**src/rtl/hdlverifier_jtag_pkg.sv**
```systemverilog
// Shared constants for the JTAG responder: data width, register word
// addresses and CTRL register bit positions.
package hdlverifier_jtag_pkg;

  localparam int DATA_W        = 32;
  localparam int SCRATCH_WORDS = 16;

  localparam logic [4:0] ADDR_ID           = 5'd0;
  localparam logic [4:0] ADDR_CTRL         = 5'd1;
  localparam logic [4:0] ADDR_STATUS       = 5'd2;
  localparam logic [4:0] ADDR_UNDERFLOW    = 5'd3;
  localparam logic [4:0] ADDR_OVERFLOW     = 5'd4;
  localparam logic [4:0] ADDR_USER_CTRL    = 5'd5;
  localparam logic [4:0] ADDR_SCRATCH_BASE = 5'd16;

  // CTRL is write-only and self-clearing; these are strobe bit positions.
  localparam int CTRL_CLR_CNT = 0;
  localparam int CTRL_FLUSH   = 1;

endpackage

```
**src/rtl/hdlverifier_jtag_sync_fifo.sv**
```systemverilog
// Single-clock FIFO with first-word-fall-through head.
// Ports:
//   i_clk, i_rst_n   clock, synchronous active-low reset
//   i_flush          empties the FIFO; wins over a same-cycle push/pop
//   i_push, i_data   write request and word
//   i_pop            read request (ignored when empty)
//   o_head           word at the head of the FIFO (valid when !o_empty)
//   o_level          number of stored words
//   o_full, o_empty  status flags
module hdlverifier_jtag_sync_fifo #(
  parameter int DEPTH = 16,
  parameter int WIDTH = 32,
  localparam int AW = $clog2(DEPTH),
  localparam int LW = AW + 1
) (
  input  logic             i_clk,
  input  logic             i_rst_n,
  input  logic             i_flush,
  input  logic             i_push,
  input  logic [WIDTH-1:0] i_data,
  input  logic             i_pop,
  output logic [WIDTH-1:0] o_head,
  output logic [LW-1:0]    o_level,
  output logic             o_full,
  output logic             o_empty
);

  logic [WIDTH-1:0] r_mem [DEPTH];
  logic [AW-1:0]    r_wr_ptr;
  logic [AW-1:0]    r_rd_ptr;
  logic [LW-1:0]    r_level;
  logic             w_push_ok;
  logic             w_pop_ok;

  assign o_full  = (r_level == LW'(DEPTH));
  assign o_empty = (r_level == '0);
  assign o_level = r_level;
  assign o_head  = r_mem[r_rd_ptr];

  // A push into a full FIFO is accepted only when a pop frees a slot.
  assign w_pop_ok  = i_pop && !o_empty;
  assign w_push_ok = i_push && (!o_full || w_pop_ok);

  always_ff @(posedge i_clk) begin
    if (w_push_ok && i_rst_n && !i_flush) begin
      r_mem[r_wr_ptr] <= i_data;
    end
  end

  always_ff @(posedge i_clk) begin
    if (!i_rst_n || i_flush) begin
      r_wr_ptr <= '0;
      r_rd_ptr <= '0;
      r_level  <= '0;
    end else begin
      if (w_push_ok) r_wr_ptr <= r_wr_ptr + AW'(1);
      if (w_pop_ok)  r_rd_ptr <= r_rd_ptr + AW'(1);
      case ({w_push_ok, w_pop_ok})
        2'b10:   r_level <= r_level + LW'(1);
        2'b01:   r_level <= r_level - LW'(1);
        default: r_level <= r_level;
      endcase
    end
  end

endmodule

```
**src/rtl/hdlverifier_jtag_responder.sv**
```systemverilog
// Fabric-side responder to the JTAG command core (tck domain).
// Ports:
//   tck, reset_n                 clock, synchronous active-low reset
//   reg_addr/wdata/write/rdata   register file access from the core
//   shift_out_state/en/data      serialiser of capture-FIFO words (LSB first)
//   shift_in_state/en/data       deserialiser of host bits (LSB first)
//   s_tdata/tvalid/tready        capture stream into the FIFO
//   m_tdata/tvalid/tready        host-written words out to fabric
//   user_ctrl                    contents of register 5
module hdlverifier_jtag_responder
  import hdlverifier_jtag_pkg::*;
#(
  parameter int                FIFO_DEPTH = 16,
  parameter logic [DATA_W-1:0] ID_VALUE   = 32'h4A54_4147
) (
  input  logic              tck,
  input  logic              reset_n,
  input  logic [4:0]        reg_addr,
  input  logic [DATA_W-1:0] reg_wdata,
  input  logic              reg_write,
  output logic [DATA_W-1:0] reg_rdata,
  input  logic              shift_out_state,
  input  logic              shift_out_en,
  output logic              shift_out_data,
  input  logic              shift_in_state,
  input  logic              shift_in_en,
  input  logic              shift_in_data,
  input  logic [DATA_W-1:0] s_tdata,
  input  logic              s_tvalid,
  output logic              s_tready,
  output logic [DATA_W-1:0] m_tdata,
  output logic              m_tvalid,
  input  logic              m_tready,
  output logic [DATA_W-1:0] user_ctrl
);

  localparam int LVL_W = $clog2(FIFO_DEPTH) + 1;

  logic [DATA_W-1:0] r_scratch [SCRATCH_WORDS];
  logic [DATA_W-1:0] r_user_ctrl, r_underflow, r_overflow, r_rdata;
  logic [DATA_W-1:0] r_in_acc, r_hold;
  logic              r_hold_vld, r_out_state_q, r_in_state_q, r_rdy;
  logic [4:0]        r_bit_idx, r_in_idx;

  logic [DATA_W-1:0] w_head, w_in_word, w_rdata_next;
  logic [LVL_W-1:0]  w_level;
  logic              w_full, w_empty;
  logic              w_wr_ctrl, w_clr_cnt, w_flush, w_push, w_pop, w_underflow;
  logic              w_out_adv, w_out_wrap, w_out_fall;
  logic              w_in_adv, w_in_done, w_in_fall, w_overflow, w_accept;

  assign w_wr_ctrl = reg_write && (reg_addr == ADDR_CTRL);
  assign w_clr_cnt = w_wr_ctrl && reg_wdata[CTRL_CLR_CNT];
  assign w_flush   = w_wr_ctrl && reg_wdata[CTRL_FLUSH];

  // Capture path: a pop happens at the end of a word or when a transfer
  // ends part-way through one; an end-of-word on an empty FIFO is an underflow.
  assign w_push      = s_tvalid && s_tready;
  assign w_out_adv   = shift_out_state && shift_out_en;
  assign w_out_wrap  = w_out_adv && (r_bit_idx == 5'd31);
  assign w_out_fall  = r_out_state_q && !shift_out_state && (r_bit_idx != 5'd0);
  assign w_pop       = (w_out_wrap || w_out_fall) && !w_empty;
  assign w_underflow = w_out_wrap && w_empty;

  // Write path: the word completes on the 32nd accepted bit.
  assign w_in_adv   = shift_in_state && shift_in_en;
  assign w_in_done  = w_in_adv && (r_in_idx == 5'd31);
  assign w_in_fall  = r_in_state_q && !shift_in_state && (r_in_idx != 5'd0);
  assign w_in_word  = {shift_in_data, r_in_acc[DATA_W-1:1]};
  assign w_accept   = r_hold_vld && m_tready;
  assign w_overflow = w_in_done && r_hold_vld && !m_tready;

  assign shift_out_data = w_empty ? 1'b0 : w_head[r_bit_idx];
  assign s_tready       = r_rdy && !w_full;
  assign m_tdata        = r_hold;
  assign m_tvalid       = r_hold_vld;
  assign user_ctrl      = r_user_ctrl;
  assign reg_rdata      = r_rdata;

  hdlverifier_jtag_sync_fifo #(
    .DEPTH (FIFO_DEPTH),
    .WIDTH (DATA_W)
  ) u_fifo (
    .i_clk   (tck),
    .i_rst_n (reset_n),
    .i_flush (w_flush),
    .i_push  (w_push),
    .i_data  (s_tdata),
    .i_pop   (w_pop),
    .o_head  (w_head),
    .o_level (w_level),
    .o_full  (w_full),
    .o_empty (w_empty)
  );

  always_comb begin
    w_rdata_next = '0;
    case (reg_addr)
      ADDR_ID:        w_rdata_next = ID_VALUE;
      ADDR_STATUS:    w_rdata_next = {14'd0, w_full, r_hold_vld, 7'd0, 9'(w_level)};
      ADDR_UNDERFLOW: w_rdata_next = r_underflow;
      ADDR_OVERFLOW:  w_rdata_next = r_overflow;
      ADDR_USER_CTRL: w_rdata_next = r_user_ctrl;
      default: begin
        if (reg_addr >= ADDR_SCRATCH_BASE) w_rdata_next = r_scratch[reg_addr[3:0]];
      end
    endcase
  end

  always_ff @(posedge tck) begin
    if (!reset_n) begin
      for (int i = 0; i < SCRATCH_WORDS; i++) r_scratch[i] <= '0;
      r_user_ctrl   <= '0;
      r_underflow   <= '0;
      r_overflow    <= '0;
      r_rdata       <= '0;
      r_in_acc      <= '0;
      r_hold        <= '0;
      r_hold_vld    <= 1'b0;
      r_out_state_q <= 1'b0;
      r_in_state_q  <= 1'b0;
      r_rdy         <= 1'b0;
      r_bit_idx     <= '0;
      r_in_idx      <= '0;
    end else begin
      r_rdy         <= 1'b1;
      r_rdata       <= w_rdata_next;
      r_out_state_q <= shift_out_state;
      r_in_state_q  <= shift_in_state;

      if (reg_write) begin
        if (reg_addr == ADDR_USER_CTRL) r_user_ctrl <= reg_wdata;
        else if (reg_addr >= ADDR_SCRATCH_BASE) r_scratch[reg_addr[3:0]] <= reg_wdata;
      end

      if (w_clr_cnt) r_underflow <= '0;
      else if (w_underflow && (r_underflow != '1)) r_underflow <= r_underflow + 32'd1;

      if (w_clr_cnt) r_overflow <= '0;
      else if (w_overflow && (r_overflow != '1)) r_overflow <= r_overflow + 32'd1;

      if (w_out_fall) r_bit_idx <= '0;
      else if (w_out_adv) r_bit_idx <= r_bit_idx + 5'd1;

      if (w_in_fall) r_in_idx <= '0;
      else if (w_in_adv) r_in_idx <= r_in_idx + 5'd1;
      if (w_in_adv) r_in_acc <= w_in_word;

      // A completing word may replace the held one only if it is being
      // accepted this cycle; otherwise the new word is the one dropped.
      if (w_flush) begin
        r_hold_vld <= 1'b0;
      end else if (w_in_done && (!r_hold_vld || m_tready)) begin
        r_hold     <= w_in_word;
        r_hold_vld <= 1'b1;
      end else if (w_accept) begin
        r_hold_vld <= 1'b0;
      end
    end
  end

endmodule

```
**config.mk**
```make
export PLATFORM = sky130hd
export DESIGN_NAME = hdlverifier_jtag_responder
export DESIGN_NICKNAME = d
export VERILOG_FILES = /design/src/rtl/hdlverifier_jtag_pkg.sv /design/src/rtl/hdlverifier_jtag_sync_fifo.sv /design/src/rtl/hdlverifier_jtag_responder.sv
export SDC_FILE = /design/constraint.sdc
export NUM_CORES = 2
export LEC_CHECK = 0
export BUFFER_PORTS_ARGS = -buffer_cell sky130_fd_sc_hd__buf_2
export CAP_MARGIN = 20
export CORE_ASPECT_RATIO = 1.1
export CORE_MARGIN = 2
export CORE_UTILIZATION = 58
export DETAILED_ROUTE_END_ITERATION = 8
export GPL_TIMING_DRIVEN = 0
export PLACE_DENSITY = 0.75
export REMOVE_ABC_BUFFERS = 1
export SLEW_MARGIN = 20
export SYNTH_ARGS = -nofsm -noshare
export SYNTH_HDL_FRONTEND = slang
export SYNTH_SLANG_ARGS = --single-unit
```
**constraint.sdc**
```tcl
create_clock -name tck -period 5.8 [get_ports tck]
set_clock_uncertainty 0.05 [all_clocks]
set_input_delay 0.29 -clock tck [delete_from_list [all_inputs] [get_ports tck]]
set_output_delay 0.29 -clock tck [all_outputs]
set_load 0.02 [all_outputs]
```
# [Yosys cells after proc, flatten, opt, wreduce, memory -nomap -nowiden]
# Memory sizes are Yosys's and may differ from the RTL's. A register that Yosys moved wholly into a read port is not among the register bits.
# Index checks and enable logic that the tools add are counted.
[totals] register_bits=219 ramBits=1024 input_bits=79 wordCells=113 memories=2
[op_classes] n_addsub=8 order_cmp=2 n_eq_ne=12 mux=22 bitwise_logic=2 reduce_logical=50
[memory_table] memory="r_scratch" depth=16 width=32 read_ports=1 rd_clocked_by_memory_dff=0 write_ports=16 line_no="hdlverifier_jtag_responder.sv:39" rtl="logic [DATA_W-1:0] r_scratch [SCRATCH_WORDS];"
[memory_table] memory="u_fifo.r_mem" depth=16 width=32 read_ports=1 rd_clocked_by_memory_dff=1 write_ports=1 line_no="hdlverifier_jtag_sync_fifo.sv:28" rtl="logic [WIDTH-1:0] r_mem [DEPTH];"
[ops] operator="$pmux 32 s5" n=1
[ops] operator="$add 32x1->32 const B" n=2
[ops] operator="$mux 32" n=2
[ops] operator="$ne 32x32->1 const B" n=2
[ops] operator="$reduce_or 32->1" n=1
[ops] operator="$logic_and 1x1->1" n=25
[ops] operator="$add 5x1->5 const B" n=3
[ops] operator="$eq 5x5->1 const B" n=3
[ops] operator="$mux 1" n=14
[ops] operator="$mux 4" n=3
[ops] operator="$eq 5x2->1 const B" n=2
[ops] operator="$eq 5x3->1 const B" n=2
[ops] operator="$logic_not 5->1" n=2
[ops] operator="$pmux 5 s2" n=1
[ops] operator="$reduce_bool 5->1" n=2
[ops] operator="$add 4x1->4 const B" n=2
[ops] operator="$logic_not 1->1" n=8
[ops] operator="$reduce_or 2->1" n=4
[ops] operator="$lt 5x6->1 const B" n=1
[ops] operator="$bmux 1 s5" n=1
[ops] operator="$eq 5x1->1 const B" n=1
[ops] operator="$ge 5x5->1 const B" n=1
[ops] operator="$sub 5x1->5 const B" n=1
[ops] operator="$logic_or 1x1->1" n=4
[ops] operator="5 further kinds" n=8

# [Logic depth before layout (Yosys ltp)]
[logic_depth] depth_word=12 ltp_mapped=17 mapped_depth_nobuf=15

# [Hierarchy]
# Synthesis repeated with hierarchy kept, for this count alone.
[unflattened] hier_cells=3402 area_unflattened_um2=51798.4
[by_module_without_submodules] module="hdlverifier_jtag_responder" instances=1 cells_each=2484 area_each_um2=31634.1 seq_area_each_um2=19478.7
[by_module_without_submodules] module="hdlverifier_jtag_sync_fifo" instances=1 cells_each=918 area_each_um2=20164.3 seq_area_each_um2=15715.1

# [Worst setup path before layout]
# OpenSTA, ideal clock, no wires.
[synth_timing] kind="flip-flop to flip-flop" startpoint="register u_fifo.r_level[3], in the netlist u_fifo.o_level[3]" endpoint="memory u_fifo.r_mem[3][0], enable pin" arrival_ns=4.191 t_required_ns=5.249 slack_ns=1.057 path_stages_with_launch=7 period_less_slack_ns=4.743 path_cell_list="dfxtp_1 > clkbuf_1 > nand3b_1 > and3_1 > clkbuf_1 > nand2_1 > nor4_1"
[synth_via] elab_chain_cells=10
[synth_lines] element="start, declared" line_no="hdlverifier_jtag_sync_fifo.sv:31" rtl="logic [LW-1:0] r_level;"
[synth_lines] element="start signal, assigned" line_no="hdlverifier_jtag_sync_fifo.sv:59" rtl="2'b10: r_level <= r_level + LW'(1);"
[synth_lines] element="start signal, assigned" line_no="hdlverifier_jtag_sync_fifo.sv:60" rtl="2'b01: r_level <= r_level - LW'(1);"
[synth_lines] element="start signal, assigned" line_no="hdlverifier_jtag_sync_fifo.sv:61" rtl="default: r_level <= r_level;"
[synth_lines] element="$logic_not 5->1" line_no="hdlverifier_jtag_sync_fifo.sv:36" rtl="assign o_empty = (r_level == '0);"
[synth_lines] element="$logic_not 1->1" line_no="hdlverifier_jtag_sync_fifo.sv:41, hdlverifier_jtag_responder.sv:62"
[synth_lines] element="$logic_and 1x1->1" line_no="hdlverifier_jtag_responder.sv:62" rtl="assign w_pop = (w_out_wrap || w_out_fall) && !w_empty;"
[synth_lines] element="$logic_and 1x1->1" line_no="hdlverifier_jtag_sync_fifo.sv:41" rtl="assign w_pop_ok = i_pop && !o_empty;"
[synth_lines] element="$logic_or 1x1->1" line_no="hdlverifier_jtag_sync_fifo.sv:42" rtl="assign w_push_ok = i_push && (!o_full || w_pop_ok);"
[synth_lines] element="$logic_and 1x1->1 (*)" line_no="hdlverifier_jtag_sync_fifo.sv:42"
[synth_lines] element="$logic_and 1x1->1 (*) (2 in series)" line_no="hdlverifier_jtag_sync_fifo.sv:45" rtl="if (w_push_ok && i_rst_n && !i_flush) begin"
[synth_lines] element="$mux 1 (*)" line_no="hdlverifier_jtag_sync_fifo.sv:45"
[synth_lines] element="$mux 1 (not written as such) (*)" line_no="hdlverifier_jtag_sync_fifo.sv:46" rtl="r_mem[r_wr_ptr] <= i_data;"
[synth_lines] element="end, declared" line_no="hdlverifier_jtag_sync_fifo.sv:28"
# Every way passes the cells marked *; elsewhere a longest branch is shown, timed or not.

==> results.cfg <==
[routing]
met2_length_um = 67460
drtIter0Drc = 3975
routed.top_layer = met4
detail_route.wl_per_cell_um = 28.02
num_vias = 31240
drt-vias-per-instance = 6.351
ant_nets = 0
drt-met1-wl_um = 50550
drcViolationCount = 0
dr_wl_met3_um = 13940
routed_wl_um = 137800
dr.pass1.iters = 5

[synth]
synth_top_cell_area_share_pct = 59.29
synth_edf_count = 1024
yosys_register_bits = 1246
synth_ff_type = edfxtp_1
synth_area_mm2 = 0.05186
synthTopCellsByArea = edfxtp_1, mux4_2, dfxtp_1, and2_1, nand2_1
syn_area_per_cell_um2 = 15.30
ys_seq_area_share_pct = 67.86
ys_warn_count = 0
synth_largest_area_cell = edfxtp_1
ys_types = 63
synthCells = 3389
async_flop_share_pct = 0

[power]
power.share.clock_pct = 42.3
p_int_mw = 14.89
power-per-cell-area_mw_per_mm2 = 311.1
p_leak_nw = 20.46
netSwitchingPower_mw = 4.057
p_total_mw = 18.95
p_sw_share_pct = 21.41
ir_drop_mv = 0.2637
p_seq_share_pct = 52.6
p_comb_share_pct = 5.1

[timing]
tightest_slew_ns = 1.168
slew_violations = 0
finalSetupViolations = 0
hold_violations = 0
tns_ns = 0
finalCritPeriodShare_pct = 77.93
fmax_mhz = 221.2
rsz0062_at_grt = no
period_needed_ns = 4.520
relSlewSlack_pct = 21.95

[run]
cap_violations = 0

[cts]
numCtsBuffers = 119
cts_buffer_depth = 3
clk_pin_slew_ns = 0.06
cts-root-buf = clkbuf_16
clock-sinks = 1246
clk_latency_ns = 0.71
cts_setup_buffers = 0
cts_tree = yes
htree_num_levels = 3

[critical_path]
crit_path_max_fanout = 35
cp-start-kind = flip-flop
worstSetupEndpointType = output pin
setup.worst_path.class = reg2out
worstPathArrival_ns = 4.18
crit_required_ns = 5.46

[floorplanning]
dieArea_mm2 = 0.09182
initial_utilization_pct = 58.23
coreArea_mm2 = 0.08907
dieHeight_um = 317.6
num_rows = 115
die_w_um = 289.1
io_pins = 178

[finish]
layout_common_cells = edfxtp_1, and2_1, nand2_1, mux4_2, dfxtp_1
stdcell_area_mm2 = 0.06091
final_cell_count_no_fill = 4919
drive_gt1_share_pct = 22.36
area_growth_pct = 17.46
design.final.nets = 3732
postLayoutCoreUtil_pct = 68.39
final_common_cell = edfxtp_1

[placed_design]
dp_hpwl_um = 85780
placed_area_mm2 = 0.05610
dp_cells = 4615
gp_congestion = 0.8763
portBuffers = 177

[global_routing]
grt_max_degree = 72
first_global_vias = 31160
antenna_found_initial = 5
grt_pass1_wl_um = 201500
grt.overflow.total = 0
grtUsageTotal_pct = 30.17

[outcome]
status = finished, final reports clean

[min_path]
min_path_type = in2reg
## sequential cells by signal (all words and copies together) (netlist names), 5 cells and up, named ones only
register	flops
r_overflow	32
reg_rdata	32
r_bit_idx	5
r_in_idx	5
r_in_acc	31
u_fifo.r_mem	512
user_ctrl	32
u_fifo.o_level	5
m_tdata	32
r_underflow	32
r_scratch	512
## layout make-up
type	instances	area (um2)
antenna	5	12.51
fill	5747	28150
timing repair buffer	371	4070
clock buffer	150	3287
clock inverter	78	780.7
sequential	1246	35210
multi-input combinational	1885	16030
inverter	14	57.56
tap	1170	1464
## timing repair
item                                    CTS  global route
hold endpoints to repair                777             0
resized for setup                         0             0
hold buffers                             70             0
endpoints found under the setup margin    0             0
## power groups by stage
stage	clock, mW	sequential (mW)	combinational [mW]
floorplan	0	10.2	0.398
global placement	0	10.2	0.811
detailed placement	0	10.2	0.919
CTS	8.05	9.97	0.963
global route	8.42	9.98	1.02
finish	8.01	9.97	0.971
## routing by layer
layer  track usage, %  vias to the layer above
li1                 -                    13260
met1            40.57                    15800
met2            48.78                     1829
met3            5.768                      357
met4            12.19                        0
met5                0                        -
## per-stage QoR
stage	hold slack (ns)	setup WS, ns
after global routing	0.03322	1.126
after global placement	0.3907	-6.313
after floorplan	0.2677	-1.677
after detailed placement	0.3930	1.195
after CTS	0.002816	1.231
final	0.02371	1.280
## cell usage after synthesis (25+ instances only)
master	number
a21oi_1	146
a22oi_1	39
a31oi_1	32
and2_1	524
buf_1	25
clkbuf_1	185
dfxtp_1	222
edfxtp_1	1024
mux2i_1	70
mux4_2	267
nand2_1	302
nand3_1	34
nand4_1	33
nor2_1	129
nor3_1	28
o21ai_0	43
xnor2_1	29
xor2_1	43
## critical path: stages, from the launching register on
cell and delay (ns):
dfxtp_4 0.45, buf_16 0.27, buf_16 0.30, buf_16 0.28, mux4_2 0.52, mux4_2 0.51
o211a_1 0.27, o41ai_1 0.38, o211a_1 0.18, nor3_1 0.07, buf_2 0.20
## final timing paths
| path | from | endpoint | slack, ns | cells past startpoint |
|---|---|---|---|---|
| setup / recovery | flip-flop | shift_out_data | 1.28 | 10 |
| hold reg to reg | m_tdata[26]$_SDFFE_PN0P_ | m_tdata[26]$_SDFFE_PN0P_ | 0.40 | 2 |
| hold / removal | m_tready | m_tvalid$_SDFFE_PP0P_ | 0.02 | 3 |
| setup reg to reg | r_bit_idx[0]$_SDFFE_PP0N_ | u_fifo.o_level[4]$_SDFFE_PP0P_ | 1.47 | 15 |
## kinds of logic (layout without fill, tap and decap cells)
family | after synthesis | after routing | synth area share (%)
flops | 1246 | 1246 | 67.86
other cells | 0 | 5 | 0
fa+ha+maj | 16 | 16 | 0.3860
simple gates | 1135 | 1135 | 11.58
mux | 339 | 339 | 12.99
compound gates | 323 | 323 | 3.884
buf+inv | 258 | 613 | 2.080
xor+xnor | 72 | 72 | 1.216
(Power assumes the default switching activity.)
